==> src/rtl/dmem_arb_pkg.sv <==
// Shared types and constants for the data-memory arbiter.
// Holds the access FSM states, the owner port indices and the starvation counter width.
package dmem_arb_pkg;

    typedef enum logic [1:0] {
        IDLE  = 2'd0,
        ISSUE = 2'd1,
        RESP  = 2'd2
    } dmem_state_e;

    localparam logic PORT_CPU = 1'b0;
    localparam logic PORT_DBG = 1'b1;

    // 8 bits covers any STARVE_LIMIT up to 255
    localparam int STARVE_W = 8;
    typedef logic [STARVE_W-1:0] starve_cnt_t;

endpackage

==> src/rtl/arb2_starve.sv <==
// Two-way winner select with a last-grant pointer and a starvation counter for port 1.
// Latency: winner is combinational from req; pointer and counter update on the accept strobe.
// Backpressure: none; the owner FSM only strobes accept when it can take a new access.
module arb2_starve
    import dmem_arb_pkg::*;
#(
    parameter int CPU_PRIO     = 1,
    parameter int STARVE_LIMIT = 4
) (
    input  logic clk,
    input  logic rst_n,
    input  logic req0,
    input  logic req1,
    input  logic accept,
    output logic winner
);

    localparam starve_cnt_t LIMIT = starve_cnt_t'(STARVE_LIMIT);

    logic        last_q;
    logic        last_d;
    starve_cnt_t starve_cnt_q;
    starve_cnt_t starve_cnt_d;

    always_comb begin
        winner = PORT_CPU;
        if (req1 && !req0) begin
            winner = PORT_DBG;
        end else if (req0 && req1) begin
            if (CPU_PRIO != 0) begin
                winner = (starve_cnt_q >= LIMIT) ? PORT_DBG : PORT_CPU;
            end else begin
                winner = (last_q == PORT_CPU) ? PORT_DBG : PORT_CPU;
            end
        end
    end

    // Port 1 only counts as having lost when it was actually requesting.
    always_comb begin
        last_d       = last_q;
        starve_cnt_d = starve_cnt_q;
        if (accept && (req0 || req1)) begin
            last_d = winner;
            if (winner == PORT_DBG) begin
                starve_cnt_d = '0;
            end else if (req1 && (starve_cnt_q != '1)) begin
                starve_cnt_d = starve_cnt_q + starve_cnt_t'(1);
            end
        end
    end

    always_ff @(posedge clk or negedge rst_n) begin
        if (!rst_n) begin
            last_q       <= PORT_DBG;
            starve_cnt_q <= '0;
        end else begin
            last_q       <= last_d;
            starve_cnt_q <= starve_cnt_d;
        end
    end

endmodule

==> src/rtl/dmem_arbiter.sv <==
// Shares a single-port synchronous data memory between the CPU (port 0) and a debug/loader port (port 1).
// Latency: gnt in IDLE cycle N, memory enabled in N+1, rvalid in N+2; one access per 3 cycles.
// Backpressure: requesters hold req and fields until gnt; requests are only sampled in IDLE.
module dmem_arbiter
    import dmem_arb_pkg::*;
#(
    parameter int DATA_BITS    = 32,
    parameter int ADDR_BITS    = 32,
    parameter int CPU_PRIO     = 1,
    parameter int STARVE_LIMIT = 4
) (
    input  logic                 clk,
    input  logic                 rst_n,
    input  logic                 p0_req,
    input  logic                 p0_we,
    input  logic [ADDR_BITS-1:0] p0_addr,
    input  logic [DATA_BITS-1:0] p0_wdata,
    output logic                 p0_gnt,
    output logic                 p0_rvalid,
    output logic [DATA_BITS-1:0] p0_rdata,
    input  logic                 p1_req,
    input  logic                 p1_we,
    input  logic [ADDR_BITS-1:0] p1_addr,
    input  logic [DATA_BITS-1:0] p1_wdata,
    output logic                 p1_gnt,
    output logic                 p1_rvalid,
    output logic [DATA_BITS-1:0] p1_rdata,
    output logic                 mem_en_n,
    output logic                 mem_we,
    output logic [ADDR_BITS-1:0] mem_addr,
    output logic [DATA_BITS-1:0] mem_wdata,
    input  logic [DATA_BITS-1:0] mem_rdata
);

    dmem_state_e          state_q, state_d;
    logic                 mem_en_n_q, mem_en_n_d;
    logic                 mem_we_q, mem_we_d;
    logic [ADDR_BITS-1:0] mem_addr_q, mem_addr_d;
    logic [DATA_BITS-1:0] mem_wdata_q, mem_wdata_d;
    logic                 owner_q, owner_d;
    logic                 wr_q, wr_d;
    logic [DATA_BITS-1:0] p0_rdata_q, p0_rdata_d;
    logic [DATA_BITS-1:0] p1_rdata_q, p1_rdata_d;

    logic                 accept;
    logic                 winner;
    logic [DATA_BITS-1:0] resp_dat;

    assign accept = (state_q == IDLE) && (p0_req || p1_req);

    arb2_starve #(
        .CPU_PRIO     (CPU_PRIO),
        .STARVE_LIMIT (STARVE_LIMIT)
    ) u_arb (
        .clk    (clk),
        .rst_n  (rst_n),
        .req0   (p0_req),
        .req1   (p1_req),
        .accept (accept),
        .winner (winner)
    );

    assign p0_gnt = accept && (winner == PORT_CPU);
    assign p1_gnt = accept && (winner == PORT_DBG);

    // The mem_* flops double as the request latch: loaded on the grant edge, held through RESP.
    always_comb begin
        state_d     = state_q;
        mem_en_n_d  = 1'b1;
        mem_we_d    = 1'b0;
        mem_addr_d  = mem_addr_q;
        mem_wdata_d = mem_wdata_q;
        owner_d     = owner_q;
        wr_d        = wr_q;
        case (state_q)
            IDLE: begin
                if (accept) begin
                    state_d     = ISSUE;
                    mem_en_n_d  = 1'b0;
                    owner_d     = winner;
                    if (winner == PORT_DBG) begin
                        mem_we_d    = p1_we;
                        wr_d        = p1_we;
                        mem_addr_d  = p1_addr;
                        mem_wdata_d = p1_wdata;
                    end else begin
                        mem_we_d    = p0_we;
                        wr_d        = p0_we;
                        mem_addr_d  = p0_addr;
                        mem_wdata_d = p0_wdata;
                    end
                end
            end
            ISSUE:   state_d = RESP;
            RESP:    state_d = IDLE;
            default: state_d = IDLE;
        endcase
    end

    assign p0_rvalid = (state_q == RESP) && (owner_q == PORT_CPU);
    assign p1_rvalid = (state_q == RESP) && (owner_q == PORT_DBG);

    // Writes echo the latched write data rather than whatever the memory drives out.
    assign resp_dat = wr_q ? mem_wdata_q : mem_rdata;

    always_comb begin
        p0_rdata_d = p0_rvalid ? resp_dat : p0_rdata_q;
        p1_rdata_d = p1_rvalid ? resp_dat : p1_rdata_q;
    end

    assign p0_rdata  = p0_rdata_d;
    assign p1_rdata  = p1_rdata_d;
    assign mem_en_n  = mem_en_n_q;
    assign mem_we    = mem_we_q;
    assign mem_addr  = mem_addr_q;
    assign mem_wdata = mem_wdata_q;

    always_ff @(posedge clk or negedge rst_n) begin
        if (!rst_n) begin
            state_q     <= IDLE;
            mem_en_n_q  <= 1'b1;
            mem_we_q    <= 1'b0;
            mem_addr_q  <= '0;
            mem_wdata_q <= '0;
            owner_q     <= PORT_CPU;
            wr_q        <= 1'b0;
            p0_rdata_q  <= '0;
            p1_rdata_q  <= '0;
        end else begin
            state_q     <= state_d;
            mem_en_n_q  <= mem_en_n_d;
            mem_we_q    <= mem_we_d;
            mem_addr_q  <= mem_addr_d;
            mem_wdata_q <= mem_wdata_d;
            owner_q     <= owner_d;
            wr_q        <= wr_d;
            p0_rdata_q  <= p0_rdata_d;
            p1_rdata_q  <= p1_rdata_d;
        end
    end

endmodule

==> config.mk <==
export PLATFORM = sky130hd
export DESIGN_NAME = dmem_arbiter
export DESIGN_NICKNAME = d
export VERILOG_FILES = /design/src/rtl/dmem_arb_pkg.sv /design/src/rtl/arb2_starve.sv /design/src/rtl/dmem_arbiter.sv
export SDC_FILE = /design/constraint.sdc
export NUM_CORES = 1
export LEC_CHECK = 0
export CAP_MARGIN = 20
export CORE_MARGIN = 5
export CORE_UTILIZATION = 36
export DETAILED_ROUTE_END_ITERATION = 6
export PLACE_DENSITY = 0.74
export SLEW_MARGIN = 30
export SYNTH_ARGS = -nofsm -noshare
export SYNTH_HDL_FRONTEND = slang
export SYNTH_HIERARCHICAL = 1
export SYNTH_SLANG_ARGS = --single-unit
==> constraint.sdc <==
create_clock -name clk -period 3.9 [get_ports clk]
set_input_delay 0.585 -clock clk [delete_from_list [all_inputs] [get_ports clk]]
set_output_delay 0.585 -clock clk [all_outputs]
set_load 0.05 [all_outputs]
---- Yosys cells after proc, flatten, opt, wreduce, memory -nomap -nowiden ----
Index checks and enable logic that the tools add are counted.
word-level totals
  bits in registers ....................... 142
  input bits .............................. 166
  output and inout port bits .............. 134
  word-level logic and storage cells ...... 50
cells by class
  add/sub/neg operators ................... 1
  $lt $le $gt $ge ......................... 1
  eq/ne operators ......................... 4
  mux-type cells .......................... 17
  bitwise operators ....................... 2
  reductions and logical operators ........ 15
operators by type and width
  cell                   count
  $mux W32               5
  $mux W8                2
  $logic_and A1 B1 Y1    9
  $add A8 B1 Y8 const B  1
  $ge A8 B3 Y1 const B   1
  $mux W1                8
  $ne A8 B8 Y1 const B   1
  $pmux W2 S2            1
  $reduce_and A2 Y1      2
  $eq A2 B1 Y1 const B   1
  $eq A2 B2 Y1 const B   1
  $logic_not A2 Y1       1
  $mux W2                1
  $ne A2 B2 Y1 const B   1
  $not A1 Y1             2
  $reduce_bool A2 Y1     1
  $logic_not A1 Y1       1
  $logic_or A1 B1 Y1     1

---- Depth between registers and ports, before layout ----
Gate-level depths: netlist of the first run.
  depth in word-level cells ............... 7
  depth in mapped cells ................... 8
  gate-level depth less buffers ........... 6

---- Modules after synthesis ----
Netlist of the first run, hierarchy kept.
modules (own cells, without submodules)
  module        times used  cells an instance  area an instance (µm²)  seq. area each (µm²)
  dmem_arbiter  1           470                6,168.4                 3,354.5
  arb2_starve   1           35                 377.9                   200.2

---- Least setup slack after synthesis of the first run ----
OpenSTA, ideal clock, no wires.
  path type ............................... reg2out
  start ................................... register u_arb.starve_cnt_q[3]
  end ..................................... output p0_gnt
  data arrival time ....................... 2.086 ns
  data required time ...................... 3.315 ns
  slack ................................... 1.229 ns
  stages on the path, launching flop included .. 8
  buffers on the path ..................... 3
  cells stage by stage .................... dfrtp_1 -> nor4_2 -> nand3_2 -> and2_2 -> buf_6 -> buf_6 -> buf_6 -> nor2_1
between the ends
  word-level cells in the longest chain between the ends .. 6
ends and longest elaborated chain
  item                    RTL line            RTL
  from (decl)             arb2_starve.sv:22   starve_cnt_t starve_cnt_q;
  from (signal assigned)  arb2_starve.sv:58   starve_cnt_q <= starve_cnt_d;
  $ge A8 B3 Y1            arb2_starve.sv:31   winner = (starve_cnt_q >= LIMIT) ? PORT_DBG : PORT_CPU;
  $mux W1                 arb2_starve.sv:31
  $mux W1                 arb2_starve.sv:29   end else if (req0 && req1) begin
  $mux W1                 arb2_starve.sv:27   if (req1 && !req0) begin
  named net winner        dmem_arbiter.sv:46  logic winner;
  $not A1 Y1              dmem_arbiter.sv:63  assign p0_gnt = accept && (winner == PORT_CPU);
  $logic_and A1 B1 Y1     dmem_arbiter.sv:63
  to (decl)               dmem_arbiter.sv:18  output logic p0_gnt,
The timed path passes the listed nets, and every way through them passes these cells.

---- Worst setup path in the final report of the first run ----
  start ................................... register wr_q
  end ..................................... output p1_rdata[16]
between the ends
  word-level cells in the longest chain between the ends .. 2
ends and longest elaborated chain
  item                    RTL line             RTL
  from (decl)             dmem_arbiter.sv:41   logic wr_q, wr_d;
  from (signal assigned)  dmem_arbiter.sv:136  wr_q <= wr_d;
  $mux W32                dmem_arbiter.sv:104  assign resp_dat = wr_q ? mem_wdata_q : mem_rdata;
  $mux W32                dmem_arbiter.sv:108  p1_rdata_d = p1_rvalid ? resp_dat : p1_rdata_q;
  to (decl)               dmem_arbiter.sv:27   output logic [DATA_BITS-1:0] p1_rdata,
Every way passes these cells.

==> results of run 1 <==
## kinds of logic (layout without fill, tap and decap cells)
| group | after synthesis | after routing |
|---|---|---|
| buf+inv | 40 | 347 |
| mux | 163 | 163 |
| simple gates | 88 | 88 |
| flops | 142 | 142 |
| compound gates | 70 | 70 |
| fa+ha+maj | 2 | 2 |
## worst min path at each step
stage	cells past startpoint	slack, ns	to	from
finish	1	0.19	mem_addr[15]	rst_n
global route	1	0.24	mem_addr[15]	rst_n
CTS	1	0.21	mem_addr[15]	rst_n
detailed placement	1	0.47	state_q[1]	state_q[1]
global placement	1	0.46	state_q[1]	state_q[1]
floorplan	0	0.29	mem_addr[0]	rst_n
## cell type report
cell class,instances,area (um2),area share [%]
well taps,229,287,2.77
clock inverters,11,188,1.81
flip-flops and latches,142,3560,34.3
multi-input cells,323,2740,26.5
clock buffers,21,460,4.45
repair buffers,308,3100,29.9
inverters,7,27.5,0.266
## flip-flops by register name (all words and copies together) (netlist names)
| register | cells |
|---|---|
| state_q | 2 |
| mem_addr | 32 |
| mem_wdata | 32 |
| mem_en_n | 1 |
| wr_q | 1 |
| mem_we | 1 |
| p1_rdata_q | 32 |
| p0_rdata_q | 32 |
| owner_q | 1 |
| u_arb/starve_cnt_q | 8 |
## layout by cell type, fill, tap and decap left out, drive strengths merged
cell / synthesis / layout
a21oi: 32 / 32
clkinv: 0 / 7
nand3b: 1 / 1
inv: 7 / 6
a2bb2oi: 2 / 2
buf: 26 / 11
mux2: 129 / 129
nor2b: 1 / 1
o21ai: 34 / 34
ha: 2 / 2
o22ai: 1 / 1
nor3b: 1 / 1
nor4: 1 / 1
mux2i: 34 / 34
dfrtp: 141 / 141
bufinv: 0 / 5
nor3: 2 / 2
nand2: 37 / 37
nor2: 36 / 36
o31ai: 1 / 1
nand3: 2 / 2
dfstp: 1 / 1
clkdlybuf4s50: 0 / 297
clkbuf: 7 / 21
and2: 6 / 6
nand4: 1 / 1
## Yosys cell counts (all sizes together)
library cell and n:
dfrtp 141, mux2 129, nand2 37, nor2 36, mux2i 34, o21ai 34
a21oi 32, buf 26, clkbuf 7, inv 7, and2 6, a2bb2oi 2
ha 2, nand3 2, nor3 2, dfstp 1, nand3b 1, nand4 1
nor2b 1, nor3b 1, nor4 1, o22ai 1, o31ai 1
## layer usage
layer / GRT usage [%] / part of all wire (%) / up-vias
li1: - / - / 2347
met3: 7.16 / 11 / 18
met4: 5.45 / 1.6 / 0
met1: 19.9 / 39 / 2338
met2: 28.8 / 48 / 200
met5: 0 / 0 / -
## power breakdown
group          internal (mW)  switching, mW
logic                   2.40           4.32
clock network           1.17          0.605
registers               2.19          0.390
total                   5.76           5.32
==> qor.yml, run 1 <==
run_status:
  status: "finished clean"
flow_run:
  maxCapViolations: 0
worst_setup_path:
  crit_family: "buffers and inverters"
  crit_type: "flip-flop to output port"
  crit_buf_inv: 2
  path_depth: 4
  rrSetupSlack_ns: 1.65
  reg2reg_from: "u_arb/starve_cnt_q[2]"
  rr_endpoint: "mem_addr[1]"
  cp_slowest_cell: "clkdlybuf4s50_1"
  r2r_cells: 6
  cp-start-kind: "flip-flop"
  cp-endpoint: "p1_rdata[16]"
  max_stage_delay_ns: 0.88
  required_ns: 3.31
  cp_cell_sequence: "buf_12 -> mux2i_1 -> o21ai_0 -> clkdlybuf4s50_1"
  arrival_ns: 2.70
  end_kind: "output port"
  cp-startpoint: "wr_q"
  path_max_fanout: 19
clock_tree:
  htreeDepth: 4
  cts_buffers: 17
  clockBufferDepth: 2
  cts_tree: "built"
  cts.repair.resized: 0
  root_buffer: "clkbuf_16"
  clk_latency_ns: 0.41
  postCtsHoldBufs: 0
  clkSinkCount: 142
  postCtsSetupRepairBufs: 0
  clk_pin_slew_ns: 0.06
timing:
  min_period_over_period_pct: 84.2
  tightest_slew_ns: 0.692
  fin_worst_hold_slack_ns: 0.186
  max_freq_ghz: 0.304
  finClkSkew_ns: 0.00996
  period_minus_slack_ns: 3.29
  setup_viol: 0
  rsz0062_at_grt: "false"
  fin_tns_setup_ns: 0
  report.final.slew_viol_count: 0
  setup_ws_ns: 0.614
  relSlewSlack_pct: 53.9
  hold_violations: 0
synth:
  ys_types: 31
  synth_simple_gate_area_share_pct: 5.79
  yosys.area_share.adder_pct: 0.382
  synth_top_family_by_area: "multiplexers"
  ys_seq_area_share_pct: 54.3
  syn_nets: 673
  synth_cells: 505
  syn_area_mm2: 0.00655
  synthXorXnorAreaFrac_pct: 0
  synth_seq_cells: 142
  synth_compound_gate_area_share_pct: 5.77
  synth_top_area_share_pct: 53.9
  synth_mux_area_share_pct: 29.9
  avgSynthCellArea_um2: 13.0
  yosysWarnings: 6
  synth_area_leaders: "dfrtp_1 54%, mux2_2 15%, mux2_4 9.9%"
  synth_top_area_cell: "dfrtp_1"
final_layout:
  area_growth_pct: 58.2
  drive_above_1_share_pct: 22.2
  final_cell_count_no_fill: 1041
  final_area_mm2: 0.0104
  fin_nets: 967
  final_core_util_pct: 57.7
  fillers: 1529
  antenna_cells: 0
route:
  routedWlPerCell_um: 17.9
  first_pass_iters: 4
  drc: 0
  antenna_left: 0
  wl_um: 18700
  vias: 4903
  drt-initial-drc-count: 165
  vias_per_cell: 4.71
die:
  start_util_pct: 36.4
  num_rows: 49
  die_area_mm2: 0.0210
  ioPinCount: 300
  core_mm2: 0.0180
  fp.dieW_um: 145
  fp.dieH_um: 145
placement:
  detailed_place_hpwl_um: 14100
  place_inst: 1009
  port_buffers: 299
  place.gp.congestion: 0.793
  dp_slack_ns: 0.780
  placed_area_mm2: 0.00971
grt:
  grt_overflow: 0
  first_global_vias: 5210
  grt_use_total_pct: 17.1
  antenna_found_initial: 0
  grt_max_degree: 74
  grt_pass1_wl_um: 27800
worst_hold_path:
  hp-class: "input port to asynchronous set/reset pin"
power:
  max-vdd-ir-drop_mv: 0.677
  power_density_mw_per_mm2: 1070
  power_mw: 11.1
  cellLeakagePower_nw: 4.43
Power figures use the tool's default switching activity.
==> inputs of run 2 (changes only) <==
==> constraint.sdc (replaced) <==
create_clock -name clk -period 3.2 [get_ports clk]
set_input_delay 0.48 -clock clk [delete_from_list [all_inputs] [get_ports clk]]
set_output_delay 0.48 -clock clk [all_outputs]
set_load 0.05 [all_outputs]
==> run 2 against run 1 <==
  * Via count increased by 1.5%
  * Clock power up 16%
  * Clock-buffer cell count rose by 1
  * Clock skew fell by 0.0011 ns
  * Register-to-register slack worse by 0.63 ns
  * Cell count grew 0.38%
  * Combinational power increased by 22%
  * Flip-flop and latch count is the same
  * Global-route usage is 0.25 points higher
  * Sequential share of layout area is essentially flat
  * Non-clock buffer count up 4
  * Die area is the same
  * Highest routed layer unchanged
==> qor.yml, run 2 (synthesis results as in run 1) <==
grt:
  antenna_found_initial: 0  # unchanged
  grt_overflow: 0  # unchanged
  grt_use_total_pct: 17.4  # was 17.1%
  first_global_vias: 5165  # was 5210
  grt_pass1_wl_um: 28000  # was 27800 um
  grt_max_degree: 87  # was 74
power:
  power_mw: 13.4  # was 11.1 mW
  cellLeakagePower_nw: 4.49  # was 4.43 nW
  power_density_mw_per_mm2: 1290  # was 1070 mW/mm2
  max-vdd-ir-drop_mv: 0.888  # was 0.677 mV
worst_setup_path:
  cp-start-kind: "flip-flop"  # unchanged
  reg2reg_from: "u_arb/starve_cnt_q[3]"  # was u_arb/starve_cnt_q[2]
  required_ns: 2.72  # was 3.31 ns
  rrSetupSlack_ns: 1.02  # was 1.65 ns
  rr_endpoint: "mem_wdata[10]"  # was mem_addr[1]
  arrival_ns: 2.57  # was 2.70 ns
  end_kind: "output port"  # unchanged
  path_max_fanout: 40  # was 19
  r2r_cells: 6  # unchanged
  crit_type: "flip-flop to output port"  # unchanged
final_layout:
  final_cell_mix: "281 x clkdlybuf4s50_1, 140 x dfrtp_1, 86 x mux2_2, 43 x mux2_4, 37 x nand2_1"  # was 297 x clkdlybuf4s50_1, 140 x dfrtp_1, 86 x mux2_2, 43 x mux2_4, 37 x nand2_1
  final_core_util_pct: 57.7  # about the same
  seq_area_mm2: 0.00356  # unchanged
  drive_above_1_share_pct: 23.3  # was 22.2%
  antenna_cells: 0  # unchanged
  multi_input_area_mm2: 0.00274  # unchanged
  fin_nets: 971  # was 967
  area_growth_pct: 58.4  # was 58.2%
  fillers: 1523  # was 1529
  final_common_cell: "clkdlybuf4s50_1"  # unchanged
clock_tree:
  clk_latency_ns: 0.41  # about the same
  postCtsHoldBufs: 0  # unchanged
  clkSinkCount: 142  # unchanged
  root_buffer: "clkbuf_16"  # unchanged
  cts_tree: "built"  # unchanged
  postCtsSetupRepairBufs: 0  # unchanged
  cts_buffers: 17  # unchanged
  clk_pin_slew_ns: 0.06  # about the same
  clockBufferDepth: 2  # unchanged
  htreeDepth: 4  # unchanged
placement:
  detailed_place_hpwl_um: 14200  # was 14100 um
  dp_slack_ns: 0.504  # was 0.780 ns
  place.gp.congestion: 0.758  # was 0.793
  port_buffers: 299  # unchanged
die:
  start_util_pct: 36.4  # unchanged
  core_mm2: 0.0180  # unchanged
  fp.dieW_um: 145  # unchanged
  ioPinCount: 300  # unchanged
  die_area_mm2: 0.0210  # unchanged
  num_rows: 49  # unchanged
  fp.dieH_um: 145  # unchanged
timing:
  rsz0062_at_grt: "false"  # unchanged
  setup_viol: 0  # unchanged
  fin_tns_setup_ns: 0  # unchanged
  period_minus_slack_ns: 3.05
  fin_worst_hold_slack_ns: 0.121  # was 0.186 ns
  tightest_slew_ns: 0.817  # was 0.692 ns
  setup_ws_ns: 0.155  # was 0.614 ns
  relSlewSlack_pct: 45.5  # was 53.9%
  report.final.slew_viol_count: 0  # unchanged
  min_period_over_period_pct: 95.2
  finClkSkew_ns: 0.00881  # was 0.00996 ns
  hold_violations: 0  # unchanged
  max_freq_ghz: 0.328
route:
  vias_per_cell: 4.76  # was 4.71
  vias: 4978  # was 4903
  first_pass_iters: 4  # unchanged
  drc: 0  # unchanged
  wl_um: 18900  # was 18700 um
  drt-initial-drc-count: 125  # was 165
  antenna_left: 0  # unchanged
  routedWlPerCell_um: 18.1  # was 17.9 um
flow_run:
  maxCapViolations: 0  # unchanged
run_status:
  status: "finished clean"  # unchanged
worst_hold_path:
  hp-class: "input port to asynchronous set/reset pin"  # unchanged
[run 2: cell types whose count changed in the layout (fill, tap and decap cells not counted)]
cell / change
clkinvlp_4: +2
clkinv_2: -2
clkbuf_1: +2
clkdlybuf4s50_1: -16
buf_12: +1
buf_4: +11
clkbuf_8: -1
bufinv_16: -1
dlymetal6s2s_1: +8
[run 2: worst max path at each step]
stage / cells past startpoint / end / slack (ns) / start
after floorplan: 7 / p0_gnt / 0.63 / u_arb/starve_cnt_q[3]
after global placement: 6 / mem_wdata[18] / 0.52 / p0_req
after detailed placement: 6 / mem_wdata[10] / 0.50 / p0_req
after CTS: 5 / p0_rdata[18] / 0.09 / state_q[0]
after global routing: 5 / p0_rdata[8] / 0.00008 / state_q[0]
final: 5 / p0_rdata[8] / 0.15 / state_q[0]
[run 2: through the flow]
step	instances	instance area (um2)
after CTS	1045	10300
final	1045	10400
after detailed placement	1013	9730
after floorplan	505	6550
after global placement	1013	9730
after global routing	1045	10400
[run 2: timing repair]
item,in CTS,in global routing
endpoints found under the hold margin,0,0
setup endpoints to repair,0,8
resized for setup,0,8
[run 2: metal layers]
layer	vias to the layer above	wire [um]	GRT usage, %
li1	2362	-	-
met1	2403	7440	20.2
met2	201	9290	29.9
met3	12	1940	7.23
met4	0	212	4.37
met5	-	0	0
[run 2: worst max-delay path, stage by stage (launching register included)]
cell             delay (ns)
dfrtp_1                0.41
nor3b_2                0.24
buf_4                  0.38
nor2_1                 0.07
a21oi_1                0.17
clkdlybuf4s50_1        0.86
[run 2: where the power goes]
group / internal, mW / total (mW) / switching (mW) / leakage (nW)
sequential: 2.67 / 3.11 / 0.431 / 1.66
combinational: 2.90 / 8.20 / 5.29 / 2.53
clock: 1.33 / 2.06 / 0.732 / 0.294
total: 6.90 / 13.4 / 6.46 / 4.49
[run 2: cell type report]
type / instances / area share, %
Clock buffer: 22 / 4.38
Sequential cell: 142 / 34.3
Timing Repair Buffer: 312 / 30.3
Multi-Input combinational cell: 323 / 26.5
Clock inverter: 10 / 1.57
Inverter: 7 / 0.265
Tap cell: 229 / 2.76
